File: config.mk
export PLATFORM = sky130hd
export DESIGN_NAME = pie_tx_ctrl_flat
export DESIGN_NICKNAME = d
export VERILOG_FILES = /design/src/rtl/pie_tx_ctrl_if.sv /design/src/rtl/pie_tx_ctrl.sv /design/src/flat_wrapper.sv
export SDC_FILE = /design/constraint.sdc
export NUM_CORES = 1
export LEC_CHECK = 0
export ABC_AREA = 1
export BUFFER_PORTS_ARGS = -buffer_cell sky130_fd_sc_hd__clkbuf_2
export CAP_MARGIN = 40
export CORE_MARGIN = 2
export CORE_UTILIZATION = 55
export CTS_BUF_LIST = sky130_fd_sc_hd__clkbuf_8
export DETAILED_ROUTE_END_ITERATION = 8
export PLACE_DENSITY_LB_ADDON = 0.1
export SYNTH_ARGS = -nofsm -noshare
export SYNTH_HDL_FRONTEND = slang
export SYNTH_SLANG_ARGS = --single-unit
export TNS_END_PERCENT = 50
File: constraint.sdc
create_clock -name clk -period 1.7 [get_ports clk]
set_input_delay 0.085 -clock clk [delete_from_list [all_inputs] [get_ports clk]]
set_output_delay 0.085 -clock clk [all_outputs]
set_load 0.01 [all_outputs]
File: src/rtl/pie_tx_ctrl_if.sv
// Command handshake bundle between a command source and the PIE transmit controller.
interface pie_tx_ctrl_if #(
    parameter int MAX_BITS = 32,
    parameter int LEN_W    = $clog2(MAX_BITS + 1)
);
    logic                cmd_valid;
    logic                cmd_ready;
    logic [MAX_BITS-1:0] cmd_data;
    logic [LEN_W-1:0]    cmd_len;
    logic                cmd_query;

    modport master (output cmd_valid, cmd_data, cmd_len, cmd_query, input cmd_ready);
    modport slave  (input cmd_valid, cmd_data, cmd_len, cmd_query, output cmd_ready);
endinterface

File: src/rtl/pie_tx_ctrl.sv
// Sequences one PIE frame per command: carrier hold, MSB-first bit feed on encoder pulses, quiet gap.
// Accepts a command only in IDLE (cmd_ready low otherwise); CW starts the cycle after acceptance.
module pie_tx_ctrl #(
    parameter int MAX_BITS   = 32,
    parameter int LEN_W      = $clog2(MAX_BITS + 1),
    parameter int CW_CYCLES  = 16,
    parameter int GAP_CYCLES = 8
) (
    input  logic           clk,
    input  logic           rst,
    pie_tx_ctrl_if.slave   cmd,
    input  logic           abort,
    output logic           enc_rst,
    output logic           enc_bit,
    output logic           enc_preamble,
    input  logic           enc_rdy,
    output logic           busy,
    output logic           done,
    output logic           aborted,
    output logic           err_len
);
    localparam int CNT_MAX = (CW_CYCLES > GAP_CYCLES) ? CW_CYCLES : GAP_CYCLES;
    localparam int CNT_W   = $clog2(CNT_MAX + 1);

    typedef enum logic [2:0] {IDLE, CW, SEND, DRAIN, GAP} state_t;

    state_t              state, state_nxt;
    logic [MAX_BITS-1:0] shift_reg;
    logic [LEN_W-1:0]    remaining;
    logic [CNT_W-1:0]    cnt;
    logic                accept, len_ok, frame_active;
    logic                done_nxt, aborted_nxt, err_nxt;

    assign cmd.cmd_ready = (state == IDLE) && !rst;
    assign accept        = cmd.cmd_valid && cmd.cmd_ready;
    assign len_ok        = (cmd.cmd_len != '0) && (cmd.cmd_len <= LEN_W'(MAX_BITS));
    assign frame_active  = (state == CW) || (state == SEND) || (state == DRAIN);
    assign busy          = (state != IDLE);
    assign enc_bit       = shift_reg[MAX_BITS-1];

    always_comb begin
        state_nxt   = state;
        done_nxt    = 1'b0;
        aborted_nxt = 1'b0;
        err_nxt     = 1'b0;
        case (state)
            IDLE: begin
                if (accept) begin
                    if (len_ok) state_nxt = CW;
                    else        err_nxt   = 1'b1;
                end
            end
            CW:    if (cnt == CNT_W'(CW_CYCLES - 1)) state_nxt = SEND;
            SEND:  if (enc_rdy && remaining == LEN_W'(1)) state_nxt = DRAIN;
            DRAIN: begin
                // This pulse closes the last symbol, not a new bit.
                if (enc_rdy) begin
                    state_nxt = GAP;
                    done_nxt  = 1'b1;
                end
            end
            GAP:   if (cnt == CNT_W'(GAP_CYCLES - 1)) state_nxt = IDLE;
            default: state_nxt = IDLE;
        endcase
        // Abort wins over a coincident final enc_rdy.
        if (abort && frame_active) begin
            state_nxt   = GAP;
            done_nxt    = 1'b0;
            aborted_nxt = 1'b1;
        end
    end

    always_ff @(posedge clk) begin
        if (rst) begin
            state        <= IDLE;
            enc_rst      <= 1'b1;
            shift_reg    <= '0;
            remaining    <= '0;
            cnt          <= '0;
            enc_preamble <= 1'b0;
            done         <= 1'b0;
            aborted      <= 1'b0;
            err_len      <= 1'b0;
        end else begin
            state   <= state_nxt;
            enc_rst <= !((state_nxt == SEND) || (state_nxt == DRAIN));
            done    <= done_nxt;
            aborted <= aborted_nxt;
            err_len <= err_nxt;

            if ((state_nxt != state) || !((state == CW) || (state == GAP)))
                cnt <= '0;
            else
                cnt <= cnt + CNT_W'(1);

            if (accept && len_ok) begin
                enc_preamble <= cmd.cmd_query;
                remaining    <= cmd.cmd_len;
                shift_reg    <= cmd.cmd_data << (LEN_W'(MAX_BITS) - cmd.cmd_len);
            end else if (state == SEND && enc_rdy) begin
                shift_reg <= {shift_reg[MAX_BITS-2:0], 1'b0};
                remaining <= remaining - LEN_W'(1);
            end
        end
    end
endmodule
File: src/flat_wrapper.sv
// flat-port wrapper written by rule: the top's interface ports become plain ports
module pie_tx_ctrl_flat 
#(
    parameter int MAX_BITS   = 32,
    parameter int LEN_W      = $clog2(MAX_BITS + 1),
    parameter int CW_CYCLES  = 16,
    parameter int GAP_CYCLES = 8
)
  (clk, rst, abort, enc_rst, enc_bit, enc_preamble, enc_rdy, busy, done, aborted, err_len, cmd_cmd_valid, cmd_cmd_data, cmd_cmd_len, cmd_cmd_query, cmd_cmd_ready);
  pie_tx_ctrl_if #(.MAX_BITS(MAX_BITS), .LEN_W(LEN_W)) cmd_i ();
  input  logic clk;
  input  logic rst;
  input  logic abort;
  output logic enc_rst;
  output logic enc_bit;
  output logic enc_preamble;
  input  logic enc_rdy;
  output logic busy;
  output logic done;
  output logic aborted;
  output logic err_len;
  input wire logic [$bits(cmd_i.cmd_valid)-1:0] cmd_cmd_valid;
  input wire logic [$bits(cmd_i.cmd_data)-1:0] cmd_cmd_data;
  input wire logic [$bits(cmd_i.cmd_len)-1:0] cmd_cmd_len;
  input wire logic [$bits(cmd_i.cmd_query)-1:0] cmd_cmd_query;
  output wire logic [$bits(cmd_i.cmd_ready)-1:0] cmd_cmd_ready;
  assign cmd_i.cmd_valid = cmd_cmd_valid;
  assign cmd_i.cmd_data = cmd_cmd_data;
  assign cmd_i.cmd_len = cmd_cmd_len;
  assign cmd_i.cmd_query = cmd_cmd_query;
  assign cmd_cmd_ready = cmd_i.cmd_ready;
  pie_tx_ctrl #(.MAX_BITS(MAX_BITS), .LEN_W(LEN_W), .CW_CYCLES(CW_CYCLES), .GAP_CYCLES(GAP_CYCLES)) u_core (.clk(clk), .rst(rst), .cmd(cmd_i), .abort(abort), .enc_rst(enc_rst), .enc_bit(enc_bit), .enc_preamble(enc_preamble), .enc_rdy(enc_rdy), .busy(busy), .done(done), .aborted(aborted), .err_len(err_len));
endmodule
==> results_dict.tcl, run 1 <==
set metrics [dict create \
    max_slew_margin_pct 77.7 \
    worstHoldPathType "in -> reg" \
    die_w_um 90.1 \
    synth_area_um2 4080 \
    min_period_over_period_pct 93.9 \
    synth-seq-area-share_pct 25.0 \
    synth_compound_area_share_pct 12.0 \
    slowest_delay_ns 0.37 \
    grt_usage_pct 27.8 \
    routedWlPerCell_um 13.3 \
    grt_pass1_wl_um 19100 \
    drive_above_1_share_pct 15.2 \
    clock_latency_ns 0.32 \
    cp_max_fo 16 \
    final_area_um2 4720 \
    numPortBuffers 51 \
    ys_ff_latch 51 \
    clkTransAtPathRegs_ns 0.11 \
    met1_usage_pct 33.3 \
    dpl_cell_area_um2 4510 \
    hold_depth 3 \
    grt.busiest_layer "met2" \
    numCtsBuffers 5 \
    min_to "u_core.enc_preamble" \
    fin_nets 810 \
    met3_usage_pct 3.27 \
    slowest_stage "dfxtp_2" \
    synth_top_family_by_area "simple AND/OR/NAND/NOR gates" \
    post-route-util_pct 65.5 \
    synth.area.mux_share_pct 0 \
    r2r-end "u_core.shift_reg[31]" \
    antenna_left 0 \
    hp-start "cmd_cmd_query" \
    drt_wl_total_um 11400 \
    antenna_found_initial 0 \
    clockBufferDepth 2 \
    r2r_start "u_core.state[2]" \
    cts_tree "yes" \
    power.density_nw_per_um2 659 \
    vias_per_cell 5.57 \
    rsz0062_at_grt "yes" \
    r2r_cells 10 \
    yosysWarningCount 0 \
    maxSlewViolCount 0 \
    synth_area_per_cell_um2 5.65 \
    diodes 0 \
    fin_skew_ns 0.00996 \
    grt_start_max_net_pins 37 \
    clock-sinks 51 \
    arrival_ns 1.86 \
    synthAdderAreaFrac_pct 1.53 \
    vias 4798 \
    end_kind "register" \
    htree_levels 2 \
    cp-start-kind "register" \
    hpwlAfterDp_um 8280 \
    synth_nets 770 \
    fmax_mhz 627 \
    yosysUniqueCellTypes 30 \
    largest_reg_flops 32 \
    synthCells 721 \
    drc_errors 0 \
    r2r_setup_slack_ns 0.10 \
    cap_violations 0 \
    peakVddDrop_mv 0.327 \
    area_growth_pct 15.8 \
    synthSimpleGateAreaFrac_pct 49.1 \
    routabilityCongestion 0.952 \
    critPathKind "reg -> reg" \
    rows 31 \
    fin_crit_ns 1.60 \
    io-pin-count 52 \
    hold_viol 0 \
    path_cells "inv_2 -> nand3_4 -> nor2_4 -> nand3_4 -> nor2_4 -> buf_12 -> nand2_1 -> nand3_1 -> nand2_1 -> inv_1" \
    leakage_nw 2.39 \
    root_buffer "clkbuf_8" \
    gr-usage-met2_pct 50.6 \
    die_y_um 90.1 \
    grt.overflow.total 0 \
    synth_xor_xnor_area_share_pct 1.50 \
    worstMarginPinSlew_ns 0.335 \
    dieArea_um2 8120 \
    dr.pass1.iters 5 \
    first_iter_violations 353 \
    tns_ns 0 \
    critical_path_required_ns 1.97 \
    grt_pass1_vias 4417 \
    start_util_pct 56.5 \
    setup_viol 0 \
    outcome "complete, no violations" \
    core_um2 7210 \
]
## synthesized netlist by cell type, drive strengths merged
| cell type | number | area (um^2) |
|---|---|---|
| a211oi | 2 | 20.0 |
| a21oi | 18 | 90.1 |
| a31oi | 4 | 25.0 |
| a41oi | 1 | 8.76 |
| buf | 31 | 178 |
| clkbuf | 12 | 45.0 |
| dfxtp | 51 | 1020 |
| ha | 5 | 62.6 |
| inv | 58 | 218 |
| nand2 | 269 | 1020 |
| nand3 | 142 | 721 |
| nand3b | 1 | 7.51 |
| nand4 | 6 | 37.5 |
| nor2 | 36 | 158 |
| nor3 | 8 | 55.1 |
| o21ai | 69 | 345 |
| or2 | 1 | 6.26 |
| xnor2 | 3 | 26.3 |
| xor2 | 4 | 35.0 |
## per-stage QoR
stage	setup WS (ns)	power [mW]	cells	hold slack, ns
4_1_cts	0.0396	3.10	858	0.00822
2_1_floorplan	0.00125	2.02	721	0.245
3_3_place_gp	0.0170	2.30	849	0.338
5_1_grt	-0.0265	3.30	861	0.0635
6_report	0.104	3.11	861	0.00799
3_5_place_dp	-0.00754	2.31	849	0.341
## layout by cell type, fill, tap and decap left out, types with 3 or more instances in the layout
cell	n
a21oi_1	18
a31oi_1	4
buf_12	9
buf_4	12
clkbuf_2	51
clkbuf_8	5
dfxtp_1	46
dfxtp_2	5
ha_1	3
inv_1	50
inv_2	7
nand2_1	265
nand2_2	4
nand3_1	139
nand4_1	6
nor2_1	30
nor2_4	4
nor3_1	5
nor3_2	3
o21ai_0	65
o21ai_1	4
xnor2_1	3
xor2_1	4
## routing by layer
| layer | vias up | routed length, um |
|---|---|---|
| met1 | 2174 | 4890 |
| met4 | 0 | 355 |
| met5 | - | 0 |
| met2 | 168 | 5610 |
| met3 | 29 | 589 |
| li1 | 2427 | - |
## critical path: cells and delay by family (launching register included)
kind | cells | cell delay [ns]
flops | 1 | 0.37
simple gates | 7 | 0.81
buf+inv | 3 | 0.35
## how the worst max path moves through the flow
stage / startpoint / to / slack, ns / cells past startpoint
finish: u_core.state[2] / u_core.shift_reg[31] / 0.10 / 10
global route: u_core.state[2] / u_core.shift_reg[24] / -0.03 / 10
CTS: u_core.state[2] / u_core.shift_reg[31] / 0.04 / 10
detailed placement: cmd_cmd_len[0] / u_core.shift_reg[23] / -0.008 / 13
global placement: cmd_cmd_len[0] / u_core.shift_reg[24] / 0.02 / 14
floorplan: cmd_cmd_len[0] / u_core.shift_reg[28] / 0.001 / 16
## cells by family (layout without fill, tap and decap cells)
kind of cell    after synthesis  after routing
fa+ha+maj                     5              5
xor+xnor                      7              7
buf+inv                     101            142
simple gates                463            463
compound gates               94             94
flops                        51             51
## power by group
| part | switching (mW) | internal, mW |
|---|---|---|
| registers | 0.0309 | 1.25 |
| logic | 0.659 | 0.379 |
| clock network | 0.480 | 0.314 |
| total | 1.17 | 1.94 |
## final cells by class
| class | count | area [um^2] |
|---|---|---|
| tap | 99 | 124 |
| multi-input combinational | 569 | 2670 |
| fill | 704 | 2490 |
| clock buffer | 5 | 68.8 |
| inverter | 58 | 220 |
| clock inverter | 3 | 33.8 |
| sequential | 51 | 1030 |
| timing repair buffer | 76 | 583 |
## what timing repair did
action,CTS,global route
setup endpoints to repair,0,32
resized for setup,0,17
hold buffers,1,0
buffers inserted,0,2
endpoints found under the hold margin,1,0
No activity file was read; power rests on OpenSTA's default activity.
==> run 2, diff against run 1 <==
==> constraint.sdc (replaced) <==
create_clock -name clk -period 1.7 [get_ports clk]
set_input_delay 0.255 -clock clk [delete_from_list [all_inputs] [get_ports clk]]
set_output_delay 0.255 -clock clk [all_outputs]
set_load 0.01 [all_outputs]
==> run 2 against run 1 <==
Design area is 4.7% higher. Worst hold slack better by 0.19 ns. Register-to-register slack hardly changed. Non-clock buffer count is 17 higher. Via count is 1.9% higher. Routed wire length is 4.1% higher. Sequential power hardly changed. Clock skew is 0.0034 ns lower. Core utilization is 3.1 points higher. Final cell count is 2.0% higher. Die area stayed put.
==> results_dict.tcl, run 2 (synthesis results as in run 1) <==
set metrics [dict create \
    worstMarginPinSlew_ns 0.354 \
    first_iter_violations 398 \
    fmax_mhz 627 \
    total_power_mw 3.29 \
    arrival_ns 1.80 \
    maxSlewViolCount 0 \
    final_common_cell "nand2_1" \
    peakVddDrop_mv 0.626 \
    clock-sinks 51 \
    dr.pass1.iters 5 \
    rows 31 \
    die_w_um 90.1 \
    hold_viol 0 \
    drt_wl_total_um 11900 \
    numPortBuffers 51 \
    drc_errors 0 \
    numCtsBuffers 5 \
    vias 4887 \
    critical_path_required_ns 1.91 \
    vias_per_cell 5.57 \
    routedWlPerCell_um 13.6 \
    clock_latency_ns 0.31 \
    path_cells "ha_4 -> nand2_1 -> nor2_1 -> ha_2 -> nand4_1 -> nand3_2 -> nand3_1 -> nand4_1 -> nor2_1" \
    start_util_pct 56.5 \
    setup_viol 0 \
    max_slew_margin_pct 76.4 \
    critPathKind "reg -> reg" \
    cap_violations 0 \
    cp_num_buf_inv 0 \
    antenna_found_initial 0 \
    final_cells 878 \
    antenna_left 0 \
    area_growth_pct 21.3 \
    io-pin-count 52 \
    cp-start-kind "register" \
    dieArea_um2 8120 \
    grt_pass1_vias 4518 \
    grt_start_max_net_pins 35 \
    cts_tree "yes" \
    end_kind "register" \
    worstHoldPathType "in -> reg" \
    min_period_over_period_pct 93.8 \
    outcome "complete, no violations" \
    mostFrequentLayoutCells "264 x nand2_1, 128 x nand3_1, 65 x o21ai_0" \
    grt_pass1_wl_um 20400 \
    clkTransAtPathRegs_ns 0.10 \
    clockBufferDepth 2 \
    routabilityCongestion 0.933 \
    fin_crit_ns 1.59 \
    drive_above_1_share_pct 18.6 \
    fin_skew_ns 0.00658 \
    cp_max_fo 5 \
    htree_levels 2 \
    core_um2 7210 \
    grt_usage_pct 29.4 \
    dp_cells 868 \
    fin_nets 827 \
    diodes 0 \
    die_y_um 90.1 \
    hpwlAfterDp_um 8860 \
    cp_top_family "simple AND/OR/NAND/NOR gates" \
    leakage_nw 2.51 \
    power.density_nw_per_um2 666 \
    slowest_stage "dfxtp_4" \
    grt.overflow.total 0 \
    largest_reg_flops 32 \
    root_buffer "clkbuf_8" \
    slowest_delay_ns 0.38 \
]
## run 2: power breakdown
part           total, mW  switching [mW]  internal [mW]
registers           1.28          0.0307           1.25
logic               1.13           0.693          0.437
clock network      0.884           0.440          0.444
## run 2: final cells by class
| cell class | count | area, um^2 |
|---|---|---|
| Multi-Input combinational cell | 569 | 2730 |
| Fill cell | 703 | 2270 |
| Sequential cell | 51 | 1030 |
| Timing Repair Buffer | 93 | 726 |
| Inverter | 58 | 225 |
| Tap cell | 99 | 124 |
| Clock buffer | 5 | 68.8 |
| Clock inverter | 3 | 46.3 |
## run 2: worst paths after layout
check	start	to	slack, ns	cells past startpoint
max	u_core.cnt[0]	u_core.cnt[2]	0.11	9
min	cmd_cmd_query	u_core.enc_preamble	0.20	3
max reg2reg	u_core.cnt[0]	u_core.cnt[2]	0.11	9
min reg2reg	u_core.cnt[0]	u_core.cnt[0]	0.45	1
## run 2: worst reg2reg max path, stage by stage (launching register included)
cell	delay [ns]
dfxtp_4	0.38
ha_4	0.14
nand2_1	0.05
nor2_1	0.11
ha_2	0.20
nand4_1	0.15
nand3_2	0.14
nand3_1	0.07
nand4_1	0.18
nor2_1	0.07
## run 2: what timing repair did
action,CTS,global route
endpoints found under the setup margin,0,37
resized for setup,0,12
setup buffers,0,1
hold buffers,0,0
## run 2: metrics by stage
step	util, %	hold slack (ns)	instance area (um^2)	TNS [ns]	worst slack, ns
2_1_floorplan	-	0.415	4230	0	0.00255
4_1_cts	67.5	0.199	4870	0	0.0344
3_3_place_gp	65.9	0.431	4760	-1.03	-0.0935
3_5_place_dp	65.9	0.447	4760	-2.61	-0.126
5_1_grt	68.6	0.228	4950	-0.139	-0.0358
6_report	68.6	0.196	4950	0	0.106
## run 2: routing by layer
layer	routed length, um	GRT usage [%]	up-vias
li1	-	-	2458
met4	211	7.56	0
met3	725	3.86	28
met5	0	0	-
met2	5660	50.2	181
met1	5310	39.4	2220
==> run 3, diff against run 2 <==
- ABC_AREA: 1 -> not set
- CTS_BUF_LIST: sky130_fd_sc_hd__clkbuf_8 -> sky130_fd_sc_hd__clkbuf_2 sky130_fd_sc_hd__clkbuf_4 sky130_fd_sc_hd__clkbuf_8
==> run 3 against run 2 <==
The run now ends with setup timing left. Setup slack lost 0.33 ns. Fmax shrank 17%. Highest routed layer unchanged. Synthesized cell count shrank 36%. Critical path depth rose by 1. Clock power grew 6.6%.
==> results_dict.tcl, run 3 <==
set metrics [dict create \
    drive_above_1_share_pct 48.1 \
    antenna_left 0 \
    synthSimpleGateAreaFrac_pct 19.1 \
    numCtsBuffers 5 \
    hpwlAfterDp_um 9250 \
    routabilityCongestion 0.943 \
    start_util_pct 57.4 \
    cap_violations 0 \
    root_buffer "clkbuf_8" \
    slowest_delay_ns 0.52 \
    synth_ff_type "dfxtp_1" \
    synth_xor_xnor_area_share_pct 2.29 \
    fin_crit_ns 1.92 \
    dpl_cell_area_um2 5290 \
    synth_nets 512 \
    p_switching_mw 1.25 \
    synth_top_area_share_pct 24.3 \
    hold_viol 0 \
    largest_reg_flops 32 \
    netlist_top_cells_area "dfxtp_1 24%, mux4_2 16%, mux2i_1 6.2%" \
    grt_usage_pct 32.4 \
    total_power_mw 3.74 \
    fin_skew_ns 0.0202 \
    synth-seq-area-share_pct 24.3 \
    worstHoldPathType "in -> reg" \
    pwr-share-clk_pct 25.2 \
    dp_cells 663 \
    synth_edf_count 0 \
    setup_slack_ns -0.221 \
    synth_area_leader_cell "dfxtp_1" \
    maxSlewViolCount 0 \
    grt_pass1_vias 4238 \
    diodes 0 \
    final_cells 689 \
    worstMarginPinSlew_ns 0.536 \
    final_common_cell "buf_4" \
    htree_levels 2 \
    synth.area.mux_share_pct 26.8 \
    synth_area_um2 4210 \
    routedWlPerCell_um 20.5 \
    tns_ns -4.92 \
    dieArea_um2 8360 \
    synth_most_common_cell "dfxtp_1" \
    post-route-util_pct 80.8 \
    mostFrequentLayoutCells "96 x buf_4, 49 x clkbuf_2, 47 x nor2_1, 47 x dfxtp_1, 37 x nand2_1" \
    first_iter_violations 516 \
    failed_checks "setup timing" \
    area_growth_pct 40.9 \
    rows 31 \
    slowest_stage "mux4_2" \
    final_area_um2 5920 \
    min_period_over_period_pct 113 \
    dr.pass1.iters 8 \
    leakage_nw 2.34 \
    ys_ff_latch 51 \
    synth_top_family_by_area "multiplexers" \
    cp-start-kind "primary input" \
    seq_power_share_pct 34.5 \
    clock_latency_ns 0.32 \
    grt.overflow.total 0 \
    cp_max_fo 9 \
    synth_common_cells "51 x dfxtp_1, 48 x nor2_1, 40 x nand2_1" \
    outcome "finished, violations left" \
    synthCells 463 \
    grt_start_max_net_pins 41 \
    synthAdderAreaFrac_pct 1.49 \
    die_w_um 91.4 \
    fmax_mhz 521 \
    crit_path_frequent_cell "buf_4" \
    async_reset_ff_share_pct 0 \
    pwr-share-comb_pct 40.3 \
    peakVddDrop_mv 0.345 \
    pre_cts_slack_ns -0.581 \
    clockBufferDepth 2 \
    synth_compound_area_share_pct 19.4 \
    p_sw_share_pct 33.5 \
    drt_wl_total_um 14100 \
    arrival_ns 2.15 \
    path_cells "clkbuf_16 -> buf_16 -> buf_4 -> buf_4 -> mux2i_2 -> mux4_2 -> a21oi_2 -> buf_4 -> nand3_2 -> a311oi_2" \
    numPortBuffers 51 \
    rsz0062_at_grt "yes" \
    power.density_nw_per_um2 632 \
    clkTransAtPathRegs_ns 0.11 \
    clock-sinks 51 \
    end_kind "register" \
    fin_nets 638 \
    worst_hold_slack_ns 0.141 \
    antenna_found_initial 0 \
    vias_per_cell 6.61 \
    critical_path_required_ns 1.93 \
    vias 4553 \
    yosysWarningCount 0 \
    synth_area_per_cell_um2 9.08 \
    critPathKind "in -> reg" \
    setup_viol 36 \
    die_y_um 91.4 \
    core_um2 7330 \
    io-pin-count 52 \
    max_slew_margin_pct 63.9 \
    grt_pass1_wl_um 21800 \
    cts_tree "yes" \
    cell_internal_pwr_mw 2.49 \
    yosysUniqueCellTypes 58 \
    drc_errors 0 \
]
run 3: layer usage:
| layer | wire [um] | track usage, % | part of all wire, % |
|---|---|---|---|
| met5 | 0 | 0 | 0 |
| met4 | 564 | 10.7 | 4.0 |
| met3 | 974 | 4.32 | 6.9 |
| met2 | 6760 | 52.3 | 48 |
| met1 | 5800 | 44.9 | 41 |
run 3: cell families (layout without fill, tap and decap cells):
logic type      after synthesis  count (layout)
simple gates                155             155
compound gates              113             113
mux                          74              74
buf+inv                      54             181
flops                        51              51
xor+xnor                     11              11
fa+ha+maj                     5               5
run 3: critical path: cells and delay by family:
| kind | cells | cell delay, ns |
|---|---|---|
| and+or+nand+nor | 1 | 0.07 |
| AOI/OAI and AO/OA | 2 | 0.42 |
| buffers and inverters | 5 | 0.73 |
| muxes | 2 | 0.68 |
run 3: repair_timing:
| item | in CTS | in global routing |
|---|---|---|
| setup buffers | 14 | 1 |
| pin swaps | 24 | 9 |
| gates cloned | 3 | 0 |
| resized for setup | 46 | 21 |
| hold buffers | 0 | 0 |
| setup endpoints to repair | 43 | 44 |
| endpoints found under the hold margin | 0 | 0 |
run 3: cell type report:
| cell class | count | area (um^2) |
|---|---|---|
| clock buffer | 6 | 82.6 |
| fill | 441 | 1410 |
| timing repair buffer | 163 | 1320 |
| tap | 99 | 124 |
| clock inverter | 2 | 38.8 |
| multi-input combinational | 358 | 3290 |
| sequential | 51 | 1030 |
| inverter | 10 | 50.0 |
run 3: power groups by stage:
stage                     logic [mW]  registers (mW)  clock network (mW)
after global placement          1.27            1.31                   0
final                           1.51            1.29               0.942
after global routing            1.58            1.30               0.987
after detailed placement        1.29            1.31                   0
after floorplan                0.833            1.31                   0
after CTS                       1.41            1.29               0.924
run 3: path summary, 6_finish.rpt:
kind | slack [ns] | depth (start not counted) | endpoint | from
setup / recovery | -0.22 | 10 | u_core.shift_reg[25] | cmd_cmd_len[0]
hold / removal | 0.14 | 3 | u_core.enc_preamble | cmd_cmd_query
setup reg to reg | -0.22 | 6 | u_core.shift_reg[19] | u_core.state[2]
hold reg to reg | 0.48 | 2 | u_core.enc_preamble | u_core.enc_preamble
